### config.mk
export PLATFORM = sky130hd
export DESIGN_NAME = dac_sample_interp
export DESIGN_NICKNAME = d
export VERILOG_FILES = /design/src/rtl/dac_pkg.sv /design/src/rtl/dac_sample_fifo.sv /design/src/rtl/dac_sample_interp.sv
export SDC_FILE = /design/constraint.sdc
export NUM_CORES = 1
export LEC_CHECK = 0
export BUFFER_PORTS_ARGS = -buffer_cell sky130_fd_sc_hd__buf_2
export CAP_MARGIN = 5
export CORE_MARGIN = 2
export CORE_UTILIZATION = 41
export CTS_CLUSTER_DIAMETER = 200
export CTS_CLUSTER_SIZE = 40
export DETAILED_ROUTE_END_ITERATION = 10
export SYNTH_ARGS = -nofsm -noshare
export SYNTH_HDL_FRONTEND = slang
export SYNTH_SLANG_ARGS = --single-unit
### constraint.sdc
create_clock -name clk_in -period 14.35 [get_ports clk_in]
set_input_delay 3.5875 -clock clk_in [delete_from_list [all_inputs] [get_ports clk_in]]
set_output_delay 3.5875 -clock clk_in [all_outputs]
set_load 0.01 [all_outputs]
### src/rtl/dac_pkg.sv
// Shared types and default sizing for the DAC sample pacer / linear interpolator.
package dac_pkg;

  localparam int DAC_DATA_WIDTH   = 32;
  localparam int DAC_FIFO_DEPTH   = 16;
  localparam int DAC_DIV_WIDTH    = 16;
  localparam int DAC_INTERP_SHIFT = 4;

  // Default-configuration widths of the interpolation accumulator and level counter.
  localparam int ACC_W = DAC_DATA_WIDTH + DAC_INTERP_SHIFT + 1;
  localparam int LVL_W = $clog2(DAC_FIFO_DEPTH) + 1;

  typedef logic signed [DAC_DATA_WIDTH-1:0] sample_t;

  typedef enum logic {
    PRIME = 1'b0,
    RUN   = 1'b1
  } state_t;

endpackage

### src/rtl/dac_sample_fifo.sv
// Sample FIFO with a first-word-fall-through head; pushes are dropped when full,
// pops are ignored when empty, and a simultaneous push+pop leaves the level unchanged.
module dac_sample_fifo #(
  parameter int WIDTH = 32,
  parameter int DEPTH = 16
) (
  input  logic                   clk_in,
  input  logic                   rst_n,
  input  logic                   push_i,
  input  logic                   pop_i,
  input  logic [WIDTH-1:0]       data_i,
  output logic [WIDTH-1:0]       data_o,
  output logic                   full_o,
  output logic                   empty_o,
  output logic [$clog2(DEPTH):0] level_o
);

  localparam int AW = $clog2(DEPTH);

  logic [WIDTH-1:0] mem_q [DEPTH];
  logic [AW-1:0]    wr_ptr_q, wr_ptr_d;
  logic [AW-1:0]    rd_ptr_q, rd_ptr_d;
  logic [AW:0]      level_q, level_d;
  logic             wr_en, rd_en;

  assign full_o  = (level_q == (AW+1)'(DEPTH));
  assign empty_o = (level_q == '0);
  assign data_o  = mem_q[rd_ptr_q];
  assign level_o = level_q;

  always_comb begin
    wr_en    = push_i && !full_o;
    rd_en    = pop_i && !empty_o;
    wr_ptr_d = wr_ptr_q;
    rd_ptr_d = rd_ptr_q;
    level_d  = level_q;
    if (wr_en) wr_ptr_d = wr_ptr_q + 1'b1;
    if (rd_en) rd_ptr_d = rd_ptr_q + 1'b1;
    case ({wr_en, rd_en})
      2'b10:   level_d = level_q + 1'b1;
      2'b01:   level_d = level_q - 1'b1;
      default: level_d = level_q;
    endcase
  end

  always_ff @(posedge clk_in or negedge rst_n) begin
    if (!rst_n) begin
      wr_ptr_q <= '0;
      rd_ptr_q <= '0;
      level_q  <= '0;
    end else begin
      wr_ptr_q <= wr_ptr_d;
      rd_ptr_q <= rd_ptr_d;
      level_q  <= level_d;
    end
  end

  // Storage needs no reset: an entry is only read after it has been written.
  always_ff @(posedge clk_in) begin
    if (wr_en) mem_q[wr_ptr_q] <= data_i;
  end

endmodule

### src/rtl/dac_sample_interp.sv
// Sample pacer and linear interpolator: releases one buffered sample per segment of
// 2^INTERP_SHIFT step ticks and ramps dac_data from the previous sample to the current one.
module dac_sample_interp
  import dac_pkg::*;
#(
  parameter int DATA_WIDTH   = DAC_DATA_WIDTH,
  parameter int FIFO_DEPTH   = DAC_FIFO_DEPTH,
  parameter int DIV_WIDTH    = DAC_DIV_WIDTH,
  parameter int INTERP_SHIFT = DAC_INTERP_SHIFT
) (
  input  logic                         clk_in,
  input  logic                         RST_n,
  input  logic                         enable,
  input  logic [DIV_WIDTH-1:0]         rate_div,
  input  logic signed [DATA_WIDTH-1:0] s_data,
  input  logic                         s_valid,
  output logic                         s_ready,
  output logic signed [DATA_WIDTH-1:0] dac_data,
  output logic [$clog2(FIFO_DEPTH):0]  fifo_level,
  output logic                         underflow,
  input  logic                         clr_underflow
);

  localparam int ACC_BITS = DATA_WIDTH + INTERP_SHIFT + 1;
  localparam int DLT_BITS = DATA_WIDTH + 1;
  localparam int K_BITS   = (INTERP_SHIFT > 0) ? INTERP_SHIFT : 1;
  localparam logic [K_BITS-1:0] K_MAX = K_BITS'((1 << INTERP_SHIFT) - 1);

  state_t                       state_q, state_d;
  logic [DIV_WIDTH-1:0]         div_cnt_q, div_cnt_d;
  logic [K_BITS-1:0]            k_q, k_d;
  logic signed [ACC_BITS-1:0]   acc_q, acc_d;
  logic signed [DLT_BITS-1:0]   delta_q, delta_d;
  logic signed [DATA_WIDTH-1:0] cur_q, cur_d;
  logic signed [DATA_WIDTH-1:0] dac_q, dac_d;
  logic signed [DATA_WIDTH-1:0] head;
  logic                         underflow_q, underflow_d;
  logic                         tick, push, pop, full, empty;

  // Handshake: a sample transfers on a clock edge where s_valid && s_ready.
  assign s_ready    = RST_n && !full;
  assign push       = s_valid && s_ready;
  assign dac_data   = dac_q;
  assign underflow  = underflow_q;

  dac_sample_fifo #(
    .WIDTH (DATA_WIDTH),
    .DEPTH (FIFO_DEPTH)
  ) u_fifo (
    .clk_in  (clk_in),
    .rst_n   (RST_n),
    .push_i  (push),
    .pop_i   (pop),
    .data_i  (s_data),
    .data_o  (head),
    .full_o  (full),
    .empty_o (empty),
    .level_o (fifo_level)
  );

  always_comb begin
    tick        = enable && (div_cnt_q == '0);
    div_cnt_d   = div_cnt_q;
    state_d     = state_q;
    k_d         = k_q;
    acc_d       = acc_q;
    delta_d     = delta_q;
    cur_d       = cur_q;
    pop         = 1'b0;
    underflow_d = underflow_q && !clr_underflow;

    if (enable) div_cnt_d = (div_cnt_q == '0) ? rate_div : div_cnt_q - 1'b1;

    if (tick) begin
      case (state_q)
        PRIME: begin
          if (!empty) begin
            pop     = 1'b1;
            cur_d   = head;
            acc_d   = ACC_BITS'(head) <<< INTERP_SHIFT;
            delta_d = '0;
            k_d     = '0;
            state_d = RUN;
          end
        end
        RUN: begin
          if (k_q != K_MAX) begin
            acc_d = acc_q + ACC_BITS'(delta_q);
            k_d   = k_q + 1'b1;
          end else begin
            // Re-anchor on the exact sample so ramp rounding never accumulates.
            acc_d = ACC_BITS'(cur_q) <<< INTERP_SHIFT;
            k_d   = '0;
            if (!empty) begin
              pop     = 1'b1;
              delta_d = DLT_BITS'(head) - DLT_BITS'(cur_q);
              cur_d   = head;
            end else begin
              delta_d     = '0;
              underflow_d = 1'b1;
            end
          end
        end
        default: state_d = PRIME;
      endcase
    end

    dac_d = DATA_WIDTH'(acc_q >>> INTERP_SHIFT);
  end

  always_ff @(posedge clk_in or negedge RST_n) begin
    if (!RST_n) begin
      state_q     <= PRIME;
      div_cnt_q   <= '0;
      k_q         <= '0;
      acc_q       <= '0;
      delta_q     <= '0;
      cur_q       <= '0;
      dac_q       <= '0;
      underflow_q <= 1'b0;
    end else begin
      state_q     <= state_d;
      div_cnt_q   <= div_cnt_d;
      k_q         <= k_d;
      acc_q       <= acc_d;
      delta_q     <= delta_d;
      cur_q       <= cur_d;
      dac_q       <= dac_d;
      underflow_q <= underflow_d;
    end
  end

endmodule
* Yosys cells after proc, flatten, opt, wreduce, memory -nomap -nowiden
Memories as Yosys holds them, arrays and structs flattened. Index checks and enable logic that the tools add are counted.
Word-level totals: bits in registers 169, latch bits 0, memory bits (writable) 512, bits in read-only memories 0, input bits 53, memories kept 1
Memory list:
- u_fifo.mem_q | words 16, width 32, read ports 1, clocked after Yosys merged registers in 0, write ports 1, line dac_sample_fifo.sv:20 | logic [WIDTH-1:0] mem_q [DEPTH];
Cells by class: add/sub/neg operators 8, multipliers 0, divide/modulo/power cells 0, magnitude comparators 0, equality and inequality tests 6, shift operators 0, mux-type cells 26, bitwise gates (word level) 1, reductions and logical operators 15
Operator list (count):
- 33-bit 2-to-1 mux | 3
- 37-bit 2-to-1 mux | 2
- 37-bit case mux with 2 select lines | 1
- 33-bit case mux with 2 select lines | 1
- 32-bit 2-to-1 mux | 2
- 32-bit case mux with 2 select lines | 1
- 37-bit by 33-bit adder with 37-bit output | 1
- 32-bit by 32-bit subtractor with 33-bit output | 1
- 16-bit zero test | 1
- 16-bit 2-to-1 mux | 1
- 16-bit by 1-bit subtractor with 16-bit output (second input constant) | 1
- 4-bit by 1-bit adder with 4-bit output (second input constant) | 3
- 1-bit 2-to-1 mux | 10
- 5-bit case mux with 2 select lines | 1
- 4-bit 2-to-1 mux | 2
- 4-bit case mux with 2 select lines | 1
- 1-bit logical AND | 6
- 5-bit by 1-bit adder with 5-bit output (second input constant) | 1
- 5-bit equality test (second input constant) | 1
- 5-bit zero test | 1
- 5-bit by 1-bit subtractor with 5-bit output (second input constant) | 1
- 2-bit != test (second input constant) | 2
- 4-bit != test (second input constant) | 1
- 2-bit AND reduction | 2
- 7 further kinds | 9

* Longest topological paths before layout
depth after elaboration 8, gate-level depth with buffers 21

* Modules after synthesis
A second synthesis with hierarchy kept.
Unflattened totals: cell total of the unflattened synthesis 2119, area total of the unflattened synthesis 30216.5 µm²
Modules (own cells, without submodules):
- dac_sample_fifo | times used 1, cells an instance 1012, area each 20392.1 µm², seq. area each 15700.1 µm²
- dac_sample_interp | times used 1, cells an instance 1107, area each 9824.4 µm², seq. area each 3878.7 µm²

* Worst setup path after synthesis
OpenSTA, ideal clock, no wires.
kind input-to-output, from in RST_n, to out s_ready, arrival time 3.920 ns, data required time 10.762 ns, path slack 6.843 ns, stages on the path 1, cell sequence a21boi_0
Between the ends: word-level cells in the longest chain between the ends 1
Ends and longest elaborated chain:
- start, declared | line dac_sample_interp.sv:12 | input logic RST_n,
- 1-bit logical AND | line dac_sample_interp.sv:41 | assign s_ready = RST_n && !full;
- end, declared | line dac_sample_interp.sv:17 | output logic s_ready,
Every way passes these cells.

* Final worst setup path
Same ends and word-level chain as after synthesis.

==> results.py <==
metrics = {
    "status": {
        "status": "finished, final reports clean",
    },
    "clock_tree": {
        "clockBufferDepth": 3,
        "cts-root-buf": "clkbuf_16",
        "cts_buffers": 20,
        "clock_sinks": 680,
        "holdBufCountCts": 0,
        "cts_tree": "done",
        "cts-resized-gates": 0,
        "cts_setup_buffers": 0,
        "path_clk_slew_ns": 0.14,
        "h-tree-depth": 1,
        "insertion_delay_ns": 0.62,
    },
    "floorplan": {
        "start_util_pct": 41.3,
        "die_h_um": 275,
        "dieArea_um2": 75400,
        "die_w_um": 275,
        "rows": 99,
        "core_um2": 72700,
        "io_pins": 92,
    },
    "placed_design": {
        "portBuffers": 91,
        "dp_hpwl_um": 40900,
        "gp_congestion": 0.843,
        "pre_cts_ws_ns": 6.18,
        "postPlaceCellArea_um2": 31500,
        "dp.cells": 2994,
    },
    "worst_setup_path": {
        "criticalPathCategory": "in2out",
        "critPathLaunchType": "primary input",
        "reg2reg_slack_ns": 8.41,
        "crit_family": "buffers and inverters",
        "critical_path.n_buffers_inverters": 2,
        "timing.rr.end": "delta_q[32]$_DFFE_PN0P_",
        "cp_slowest_cell": "clkbuf_8",
        "r2r-start": "u_fifo.rd_ptr_q[0]$_DFFE_PN0P_",
        "cp.arrival_ns": 4.54,
        "cp-end-kind": "primary output",
        "path_max_fanout": 63,
        "critPathRequiredTime_ns": 10.76,
        "reg2regPathDepth": 17,
        "cpPeakStageDelay_ns": 0.42,
        "path_cells": "clkbuf_8, a21boi_0, buf_2",
    },
    "global_routing": {
        "grt-ovfl-total": 0,
        "antenna_found_initial": 5,
        "grt_pass1_vias": 17079,
        "grt_max_degree": 98,
        "grt_pass1_wl_um": 103000,
        "grt_usage_pct": 17.8,
    },
    "sta": {
        "finalClockSkew_ns": 0.0318,
        "slew_headroom_pct": 17.5,
        "drv_slew": 0,
        "holdWs_ns": 0.416,
        "setup_ws_ns": 6.22,
        "fin_crit_ns": 8.13,
        "timing.fmax_mhz": 123,
        "tightest_slew_ns": 1.23,
        "finalHoldViolCount": 0,
        "setup_tns_ns": 0,
        "setup_violations": 0,
        "post-route-period-util_pct": 56.6,
        "rsz0062_at_grt": "no",
    },
    "yosys": {
        "syn-cell-area_um2": 30000,
        "synth_simple_gate_area_share_pct": 6.49,
        "synth_xor_area_share_pct": 1.98,
        "synth_top_area_share_pct": 51.2,
        "avgSynthCellArea_um2": 14.9,
        "synth_fa_ha_area_share_pct": 3.49,
        "async_reset_ff_share_pct": 24.7,
        "synth_cell_type_count": 81,
        "synth_compound_area_share_pct": 8.82,
        "ys_seq_elements": 680,
        "synth_seq_area_share_pct": 65.2,
        "synth_cells": 2016,
        "synthMuxAreaShare_pct": 11.5,
        "yosys_warnings": 0,
        "synth_flop_cell": "edfxtp_1",
        "yosys-top-cells-area": "edfxtp_1 51%, dfrtp_1 14%, mux4_2 10%",
        "synth_top_family_by_area": "multiplexers",
        "yosys.area.top_type": "edfxtp_1",
        "synth-edff-count": 512,
        "synth_nets": 2151,
    },
    "worst_hold_path": {
        "worstHoldPathType": "reg2reg",
        "hold_end": "dac_data[6]$_DFF_PN0_",
        "hold_path_depth": 0,
        "min-delay-start": "acc_q[10]$_DFFE_PN0P_",
    },
    "layout": {
        "seq_area_um2": 19600,
        "final_layout_size_suffix_gt1_share_pct": 16.1,
        "finalNetCount": 2192,
        "fillCellCount": 6396,
        "areaGrowthSynthToFinish_pct": 6.61,
        "instances_no_fill": 3024,
        "multiInputGateArea_um2": 9730,
        "fin_area_um2": 32000,
    },
    "drt": {
        "num_vias": 16698,
        "drc": 0,
        "antenna_left": 0,
        "first_pass_iters": 8,
        "vias_per_cell": 5.52,
        "wl_per_cell_um": 21.9,
        "drt-initial-drc-count": 1578,
        "drt-total-wl_um": 66100,
    },
    "power_and_ir_drop": {
        "p_per_area_nw_per_um2": 112,
        "cellLeakagePower_uw": 0.0114,
        "ir_worst_vdd_mv": 0.0802,
    },
    "job": {
        "cap_violations": 0,
    },
}
==> cells in the final DEF, fill, tap and decap left out, types with 5 or more instances in the layout <==
cell type | synthesis | routed
and2_2 | 0 | 16
a21oi_1 | 126 | 126
o21ai_0 | 136 | 136
clkbuf_16 | 0 | 20
and3_1 | 6 | 6
clkbuf_1 | 61 | 5
o2111ai_1 | 5 | 5
buf_2 | 17 | 90
or3_1 | 5 | 5
nand4_1 | 14 | 14
o31ai_1 | 5 | 5
o22ai_1 | 6 | 6
a222oi_1 | 14 | 14
o21a_1 | 16 | 16
nor2b_1 | 21 | 21
buf_4 | 7 | 22
a211oi_1 | 13 | 13
a21o_1 | 36 | 36
xnor2_1 | 35 | 35
nand3_1 | 26 | 26
edfxtp_1 | 512 | 512
mux2_2 | 14 | 14
o21bai_1 | 9 | 9
ha_1 | 79 | 79
nand2_1 | 188 | 188
mux4_2 | 136 | 136
nor4_1 | 5 | 5
nor3b_1 | 7 | 7
a31oi_1 | 9 | 9
inv_1 | 80 | 80
xor2_1 | 33 | 33
nor3_1 | 14 | 13
a221oi_1 | 12 | 12
mux2i_1 | 24 | 24
dfrtp_1 | 168 | 164
nor2_1 | 80 | 80
==> through the flow <==
step,total power (µW),utilization (%)
floorplan,2640,-
global placement,2790,43.3
CTS,3610,44.0
global route,3740,44.0
finish,3580,44.0
detailed placement,2810,43.3
==> registers in the layout, indices dropped and copies added (netlist names), 5 cells and up <==
| signal | flops |
|---|---|
| u_fifo.mem_q | 512 |
| u_fifo.level_o | 5 |
| acc_q | 36 |
| delta_q | 33 |
| cur_q | 32 |
| dac_data | 32 |
| div_cnt_q | 16 |
==> Yosys cell counts (all sizes together) (13+ instances only) <==
cell    count
dfrtp     168
mux2i      24
xor2       33
mux4      136
nand3      26
inv        80
nor3       15
xnor2      35
a222oi     14
nor2b      21
nand2     190
a21oi     128
ha         79
nor2       83
a211oi     13
a221oi     14
buf        32
o21ai     139
o21a       16
clkbuf     63
and2       19
a21o       36
mux2       14
nand4      14
edfxtp    512
==> worst reg2reg max path: cells and delay by family, from the launching register on <==
family	cells	cell delay, ns
AOI/OAI and AO/OA	8	2.30
adders and majority gates	1	0.40
buffers and inverters	2	0.91
DFF	1	0.95
muxes	2	0.87
and+or+nand+nor	4	0.44
==> routing by layer <==
layer	wire length (µm)	share of wire (%)	vias to the layer above	track usage, %
met5	13	0.020	-	0
met4	1170	1.8	2	3.30
met3	2770	4.2	61	1.82
met2	32100	49	355	30.0
met1	30000	45	8523	25.3
li1	-	-	7757	-
==> cells by family (layout without fill, tap and decap cells) <==
logic type | after synthesis | count (layout)
flip-flops | 680 | 680
AO/OA/AOI/OAI | 424 | 424
AND/OR/NAND/NOR | 411 | 411
buffers and inverters | 177 | 222
multiplexers | 174 | 174
adder cells (fa/ha/maj) | 82 | 82
XOR/XNOR | 68 | 68
other | 0 | 4
==> where the power goes <==
part	total, µW	internal (µW)	leakage, µW	switching (µW)
logic	427	154	0.00434	274
registers	2340	2260	0.00677	75.3
clock network	814	262	0.000259	552
==> layout make-up <==
type                            instances  area share (%)
Sequential cell                       680            61.2
Multi-Input combinational cell       1159            30.4
Tap cell                              959            3.75
Timing Repair Buffer                  114            2.03
Clock buffer                           25            1.62
Inverter                               82           0.961
Clock inverter                          1          0.0508
Antenna cell                            4          0.0313
==> worst max-delay path by stage <==
stage	start	end	slack [ns]	cells after the start
finish	RST_n	s_ready	6.22	3
global route	RST_n	s_ready	6.10	3
CTS	RST_n	s_ready	6.19	3
detailed placement	RST_n	s_ready	6.18	3
global placement	RST_n	s_ready	6.23	3
floorplan	RST_n	s_ready	6.84	1
Note: power is estimated with default switching activity, not from simulation.
